**src/rtl/turtle_boot_loader.sv**
```systemverilog
`default_nettype none
// ============================================================================
// Module   : turtle_boot_loader
// Brief    : Holds the Turtle core in reset, packs a byte stream into
//            instructions, writes them to imem, then releases the core.
//            Optional BOOT_CHECKSUM_EN: last byte is a zero-sum checksum.
// Revision : 1.0 - initial release
// ============================================================================
module turtle_boot_loader #(
    parameter int INST_W        = 16,
    parameter int I_ADDR_W      = 12,
    parameter int RELEASE_DELAY = 2
) (
    input  logic                clk,
    input  logic                reset,
    input  logic                start,
    input  logic                halt,
    input  logic                load_valid,
    output logic                load_ready,
    input  logic [7:0]          load_data,
    input  logic                load_last,
    output logic                imem_we,
    output logic [I_ADDR_W-1:0] imem_waddr,
    output logic [INST_W-1:0]   imem_wdata,
    output logic                core_reset_n,
    output logic                running,
    output logic                load_error
`ifdef BOOT_CHECKSUM_EN
    ,
    output logic                checksum_ok
`endif
);

    localparam int c_INST_BYTES = INST_W / 8;
    localparam int c_MAX_INST   = (2 ** I_ADDR_W) / c_INST_BYTES;
    localparam int c_IDX_W      = (c_INST_BYTES > 1) ? $clog2(c_INST_BYTES) : 1;
    localparam int c_CNT_W      = (RELEASE_DELAY > 1) ? $clog2(RELEASE_DELAY + 1) : 1;

    localparam logic [c_IDX_W-1:0]  c_IDX_LAST  = c_IDX_W'(c_INST_BYTES - 1);
    localparam logic [I_ADDR_W-1:0] c_ADDR_STEP = I_ADDR_W'(c_INST_BYTES);
    localparam logic [I_ADDR_W-1:0] c_LAST_ADDR = I_ADDR_W'((c_MAX_INST - 1) * c_INST_BYTES);
    localparam logic [c_CNT_W-1:0]  c_CNT_LAST  = c_CNT_W'(RELEASE_DELAY - 1);

    typedef enum logic [1:0] {
        ST_IDLE    = 2'd0,
        ST_LOAD    = 2'd1,
        ST_RELEASE = 2'd2,
        ST_RUN     = 2'd3
    } state_t;

    state_t              r_state;
    logic [c_IDX_W-1:0]  r_idx;
    logic [I_ADDR_W-1:0] r_addr;
    logic [INST_W-1:0]   r_buf;
    logic [c_CNT_W-1:0]  r_cnt;
    logic                r_full;

    logic                w_accept;
    logic                w_complete;
    logic [INST_W-1:0]   w_buf_next;
    logic [INST_W-1:0]   w_word;

`ifdef BOOT_CHECKSUM_EN
    logic [7:0]          r_sum;
    logic [7:0]          w_sum;
`endif

    assign load_ready = (r_state == ST_LOAD);

    always_comb begin
        w_accept   = load_valid && load_ready;
        w_buf_next = r_buf;
        for (int k = 0; k < c_INST_BYTES; k++) begin
            if (r_idx == c_IDX_W'(k)) begin
                w_buf_next[8*k +: 8] = load_data;
            end
        end
`ifdef BOOT_CHECKSUM_EN
        // The checksum byte never lands in memory; it only flushes a partial word.
        w_word     = load_last ? r_buf : w_buf_next;
        w_complete = load_last ? (r_idx != '0) : (r_idx == c_IDX_LAST);
        w_sum      = r_sum + load_data;
`else
        w_word     = w_buf_next;
        w_complete = load_last || (r_idx == c_IDX_LAST);
`endif
    end

    always_ff @(posedge clk) begin
        if (reset) begin
            r_state      <= ST_IDLE;
            r_idx        <= '0;
            r_addr       <= '0;
            r_buf        <= '0;
            r_cnt        <= '0;
            r_full       <= 1'b0;
            imem_we      <= 1'b0;
            imem_waddr   <= '0;
            imem_wdata   <= '0;
            core_reset_n <= 1'b0;
            running      <= 1'b0;
            load_error   <= 1'b0;
`ifdef BOOT_CHECKSUM_EN
            r_sum        <= '0;
            checksum_ok  <= 1'b0;
`endif
        end else begin
            imem_we <= 1'b0;
            case (r_state)
                ST_IDLE: begin
                    if (start) begin
                        r_state    <= ST_LOAD;
                        r_idx      <= '0;
                        r_addr     <= '0;
                        r_buf      <= '0;
                        r_full     <= 1'b0;
                        load_error <= 1'b0;
`ifdef BOOT_CHECKSUM_EN
                        r_sum       <= '0;
                        checksum_ok <= 1'b0;
`endif
                    end
                end
                ST_LOAD: begin
                    if (w_accept) begin
                        // Memory full: keep draining the stream but flag it.
                        if (r_full) begin
                            load_error <= 1'b1;
                        end
                        if (w_complete) begin
                            r_buf <= '0;
                            r_idx <= '0;
                            if (!r_full) begin
                                imem_we    <= 1'b1;
                                imem_wdata <= w_word;
                                imem_waddr <= r_addr;
                                r_addr     <= r_addr + c_ADDR_STEP;
                                r_full     <= (r_addr == c_LAST_ADDR);
                            end
                        end else begin
                            r_buf <= w_buf_next;
                            r_idx <= r_idx + c_IDX_W'(1);
                        end
`ifdef BOOT_CHECKSUM_EN
                        r_sum <= w_sum;
                        if (load_last) begin
                            if (w_sum == 8'h00) begin
                                checksum_ok <= 1'b1;
                                r_state     <= ST_RELEASE;
                                r_cnt       <= '0;
                            end else begin
                                load_error <= 1'b1;
                                r_state    <= ST_IDLE;
                            end
                        end
`else
                        if (load_last) begin
                            r_state <= ST_RELEASE;
                            r_cnt   <= '0;
                        end
`endif
                    end
                end
                ST_RELEASE: begin
                    if (r_cnt == c_CNT_LAST) begin
                        r_state      <= ST_RUN;
                        core_reset_n <= 1'b1;
                        running      <= 1'b1;
                    end else begin
                        r_cnt <= r_cnt + c_CNT_W'(1);
                    end
                end
                ST_RUN: begin
                    if (halt) begin
                        r_state      <= ST_IDLE;
                        core_reset_n <= 1'b0;
                        running      <= 1'b0;
                    end else if (start) begin
                        r_state      <= ST_LOAD;
                        core_reset_n <= 1'b0;
                        running      <= 1'b0;
                        r_idx        <= '0;
                        r_addr       <= '0;
                        r_buf        <= '0;
                        r_full       <= 1'b0;
                        load_error   <= 1'b0;
`ifdef BOOT_CHECKSUM_EN
                        r_sum       <= '0;
                        checksum_ok <= 1'b0;
`endif
                    end
                end
                default: r_state <= ST_IDLE;
            endcase
        end
    end

endmodule
`default_nettype wire

```
**config.mk**
```make
export PLATFORM = sky130hd
export DESIGN_NAME = turtle_boot_loader
export DESIGN_NICKNAME = d
export VERILOG_FILES = /design/src/rtl/turtle_boot_loader.sv
export SDC_FILE = /design/constraint.sdc
export NUM_CORES = 1
export LEC_CHECK = 0
export BUFFER_PORTS_ARGS = -buffer_cell sky130_fd_sc_hd__buf_2
export CORE_MARGIN = 2
export CORE_UTILIZATION = 49
export DETAILED_ROUTE_END_ITERATION = 12
export PLACE_DENSITY = 0.74
export SETUP_SLACK_MARGIN = 0.5
export SLEW_MARGIN = 20
export SYNTH_ARGS = -nofsm -noshare
export SYNTH_HDL_FRONTEND = slang
export SYNTH_SLANG_ARGS = --single-unit
```
**constraint.sdc**
```tcl
create_clock -name clk -period 1.5 [get_ports clk]
set_input_delay 0 -clock clk [delete_from_list [all_inputs] [get_ports clk]]
set_output_delay 0 -clock clk [all_outputs]
set_load 0.005 [all_outputs]
```
# Word level (Yosys, flattened, before mapping)
# Cells that the tools add are included.
# totals
register_bits	65
input_bits	14
out_inout_bits	33
wordCells	91
# classes
add_sub_neg	3
eq_ne	14
muxes	44
n_bitwise	4
reduce_logical	15
# ops
op	count
$mux 16	4
$mux 12	5
$pmux 16 s3	1
$pmux 12 s3	1
$mux 1	17
$mux 2	8
$mux 8	2
$reduce_and 4->1	4
$add 12x2->12 const B	1
$eq 12x12->1 const B	1
$pmux 1 s3	3
$reduce_and 3->1	3
$ne 2x1->1 const B	4
$ne 2x2->1 const B	4
$pmux 2 s4	1
$reduce_and 5->1	1
$eq 2x1->1 const B	2
$eq 2x2->1 const B	2
$not 1->1	4
$pmux 2 s2	1
$reduce_bool 2->1	2
$reduce_or 4->1	1
$ne 3x3->1 const B	1
$reduce_bool 3->1	1
6 further kinds	6

# Longest topological paths before layout
# logic_depth
depth_word	5
ltp_mapped	8
depth_no_buf	6

# Worst setup path after synthesis
# OpenSTA, ideal clock, no wires.
# synth_path
path_kind	register to register
from	reg r_state[1]
to	reg r_addr[6]
setup_ns	0.059
arrival_ns	1.620
setup_slack_ns	-0.180
path_stages_with_launch	7
path_buffers	2
cell_sequence	dfxtp_1 > buf_6 > and4b_4 > or3_1 > buf_2 > or4_1 > nand2_1
# synth_between
elab_chain_len	4
elab_cells_between_ends	11
classes_between	eq/ne (6); mux (1); reduce/logical (4)
# synth_lines
item	line_no	text
start, declared	51	state_t r_state;
start signal, assigned	91	r_state <= ST_IDLE;
start signal, assigned	112	r_state <= ST_LOAD;
start signal, assigned	158	r_state <= ST_RELEASE;
$eq 2x1->1	68, 109	
$logic_and 1x1->1	71	w_accept = load_valid && load_ready;
$ne 2x1->1 (no line)	n/a	
$reduce_and 5->1 (no line)	n/a	
end signal, assigned	137	r_addr <= r_addr + c_ADDR_STEP;
end, declared	53	logic [I_ADDR_W-1:0] r_addr;
# Parallel ways exist; a longest one is shown, timed or not.
# A chain may end at the register's enable or synchronous reset.

# Final worst setup path
# layout_path
from	reg r_state[0]
to	reg r_addr[11]
# The elaborated chain is that of the path after synthesis.

==> out/summary.txt <==
CTS sink count: 63
DRT Pass-1 Iters: 4
Critical Path AT: 1.87 ns
final WL: 6655 um
status: finished with violations
CTS tree: done
post-DR vias/cell: 5.317
worst-skew pair later-pin latency: 0.35 ns
skew final: 0.007960 ns
die area: 6002 um2
flop-to-flop setup slack: -0.09 ns
DRC Markers: 0
num ports: 47
CP Data Required Time: 1.78 ns
setup ws final: -0.08645 ns
met1 Use GR: 28.22%
met3 global-route usage: 7.093%
Critical Path Sink Type: flip-flop
cts bufs inserted: 9
failing checks: negative setup slack
hpwl dp: 4069 um
Longest Clk Path Bufs: 2
DR WL/cell: 14.47 um
hold_ws: 0.03707 ns
Place WS: -0.1553 ns
share of cells above drive strength 1: 48.21%
cell at the slowest stage of the critical path: or4_1
WHS Endpoint: r_state[0]
Cell variety after synth: 44
number of flops mapped to enable cells by yosys: 0
GRT overflow: 0
RePlAce Congestion: 0.8373
Layout area overhead: 47.40%
clock-pin slew on the worst setup and hold paths: 0.07 ns
kind of start point of the critical path: flip-flop
post-route ant nets: 0
final hold vios: 0
Warnings, synthesis: 0
Worst path top cell family by delay: simple AND/OR/NAND/NOR gates
PD cells: 956.1 nW/um2
Yosys reg bits: 63
Crit Path Class: reg -> reg
vias in the first global route: 2281
Worst Hold Class: in -> reg
critical path fanouts, max: 6
Post-synth ARST share: 0%
placeable core area: 5172 um2
multi-input logic area: 1592 um2
sequential cell area: 1270 um2
Cells after Synth: 296
min Tclk post-route: 1.586 ns
Hold Path Cell Cnt: 3
pins over their slew limit: 0
R2R depth: 5
Filler Cell Count: 362
grt met2 use: 36.09%
crit path cell chain: and4b_4, a211oi_2, buf_6, or4_1, a21oi_2
worst vdd ir: 768.8 uV
vias: 2446
Tcrit/Tclk final: 105.8%
mapped cell area: 2645 um2
H-tree level count: 3
Initial Utilization: 51.14%
Chip Width: 77.47 um
Final setup viols: 11
commonest non-fill, non-tap cells in the layout: dfxtp_1, buf_2, buf_4, nor2_1, nand2_1
Die Span Y: 77.47 um
Hold Startpoint: start
initial antenna violation count: 0
Buffers on Ports: 45
Starting DRT DRC Count: 158
RSZ-0062 raised after global routing: true
r2r startpoint: r_state[0]
maxcap violations: 0
reg-to-reg endpoint: r_addr[11]
Total GRT Usage: 22.39%
Max Fclk: 630.3 MHz
first-pass GRT wire length: 10670 um
Final nets: 401
crit path buf inv count: 1
Static Leakage: 1.487 nW
sequential area share after synthesis: 47.68%
commonest non-fill, non-tap cell in the layout: dfxtp_1
pin count of the biggest net entering global routing: 26
post-layout util: 75.37%
row cnt: 26
Syn Area/Cell: 8.936 um2
Synth Net Count: 312
GRT busiest layer: met2
slowest stage delay, CP: 0.53 ns
Synth Flop Type: dfxtp_1
CTS root buffer: clkbuf_8
Inserted Diodes: 0
-- final cells by class --
cell class / instances / share of cell area, %
clock inverter: 7 / 1.027
multi-input combinational: 204 / 40.82
tap: 70 / 2.246
timing repair buffer: 103 / 19.64
inverter: 4 / 0.5135
sequential: 63 / 32.57
clock buffer: 9 / 3.177
-- tightest hold or removal path: cells and delay by family --
kind	cells	cell delay (ns)
buffers and inverters	1	0.14
AOI/OAI and AO/OA	2	0.20
-- metal layers --
metal	vias to the layer above	share of wire, %
met5	-	0
met4	0	1.3
met3	9	4.0
met2	54	49
met1	1148	46
li1	1235	-
-- registers in the layout (all words and copies together) (netlist names) --
signal and flops:
imem_wdata 16, r_buf 16, imem_waddr 11, r_addr 11
r_cnt 2, r_state 2, imem_we 1, load_error 1
r_full 1, r_idx 1, running 1
-- Yosys cell counts (all sizes together) (2+ instances only) --
| library cell | number | area share [%] |
|---|---|---|
| nand2b | 2 | 0.47 |
| nor2 | 32 | 4.5 |
| mux2i | 17 | 6.4 |
| a22oi | 8 | 2.3 |
| inv | 3 | 0.43 |
| a21oi | 30 | 5.7 |
| or4 | 6 | 1.7 |
| o211ai | 3 | 0.85 |
| and4 | 2 | 0.66 |
| and2 | 8 | 1.9 |
| o21a | 2 | 0.57 |
| ha | 2 | 0.95 |
| o31ai | 4 | 1.1 |
| dfxtp | 63 | 48 |
| buf | 16 | 3.7 |
| nand2 | 28 | 4.0 |
| o21ai | 11 | 2.1 |
| nor3 | 3 | 0.76 |
| clkbuf | 9 | 1.3 |
| a211oi | 17 | 5.0 |
| nand3 | 5 | 0.95 |
| and3 | 3 | 0.71 |
| nor4 | 3 | 0.71 |
| nand4 | 3 | 0.71 |
| or3 | 3 | 0.71 |
-- cells by family (layout without fill, tap and decap cells) --
logic type               after synthesis  count (layout)  share of synthesized area, %
buffers and inverters                 29             123                         5.534
adder cells (fa/ha/maj)                2               2                        0.9459
AO/OA/AOI/OAI                         79              79                         18.97
AND/OR/NAND/NOR                      104             104                         19.87
multiplexers                          18              18                         6.859
other                                  1               1                        0.1418
flip-flops                            63              63                         47.68
-- how the worst max path moves through the flow --
stage	endpoint	slack, ns	depth (start not counted)	from
final	r_addr[11]	-0.09	5	r_state[0]
after global routing	imem_wdata[12]	-0.12	8	r_state[1]
after CTS	r_addr[9]	-0.06	5	r_state[0]
after detailed placement	r_addr[9]	-0.16	5	r_state[0]
after global placement	r_addr[8]	-0.11	5	r_state[0]
after floorplan	r_addr[6]	-0.18	6	r_state[1]
-- repair_timing --
item                                    in CTS  in global routing
gates cloned                                 2                  1
hold buffers                                10                  0
resized for setup                           24                 42
pin swaps                                   11                 27
endpoints found under the setup margin      64                 64
setup buffers                                8                  7
endpoints found under the hold margin       11                  0
-- through the flow --
stage                     area [um2]  instances  TNS, ns  power (mW)
final                           3899        460  -0.3863       3.728
after global routing            3899        460   -2.411       3.872
after CTS                       3677        452  -0.1973       3.650
after detailed placement        3248        416   -1.295       2.299
after global placement          3248        416  -0.4201       2.286
after floorplan                 2917        296  -0.7344       2.168
-- report_power, final --
group	leakage (nW)	internal, mW	total (mW)	switching, mW
clock	0.0846	0.582	1.25	0.668
combinational	0.891	0.347	0.716	0.369
sequential	0.511	1.72	1.76	0.0417
Note: power is estimated with default switching activity, not from simulation.
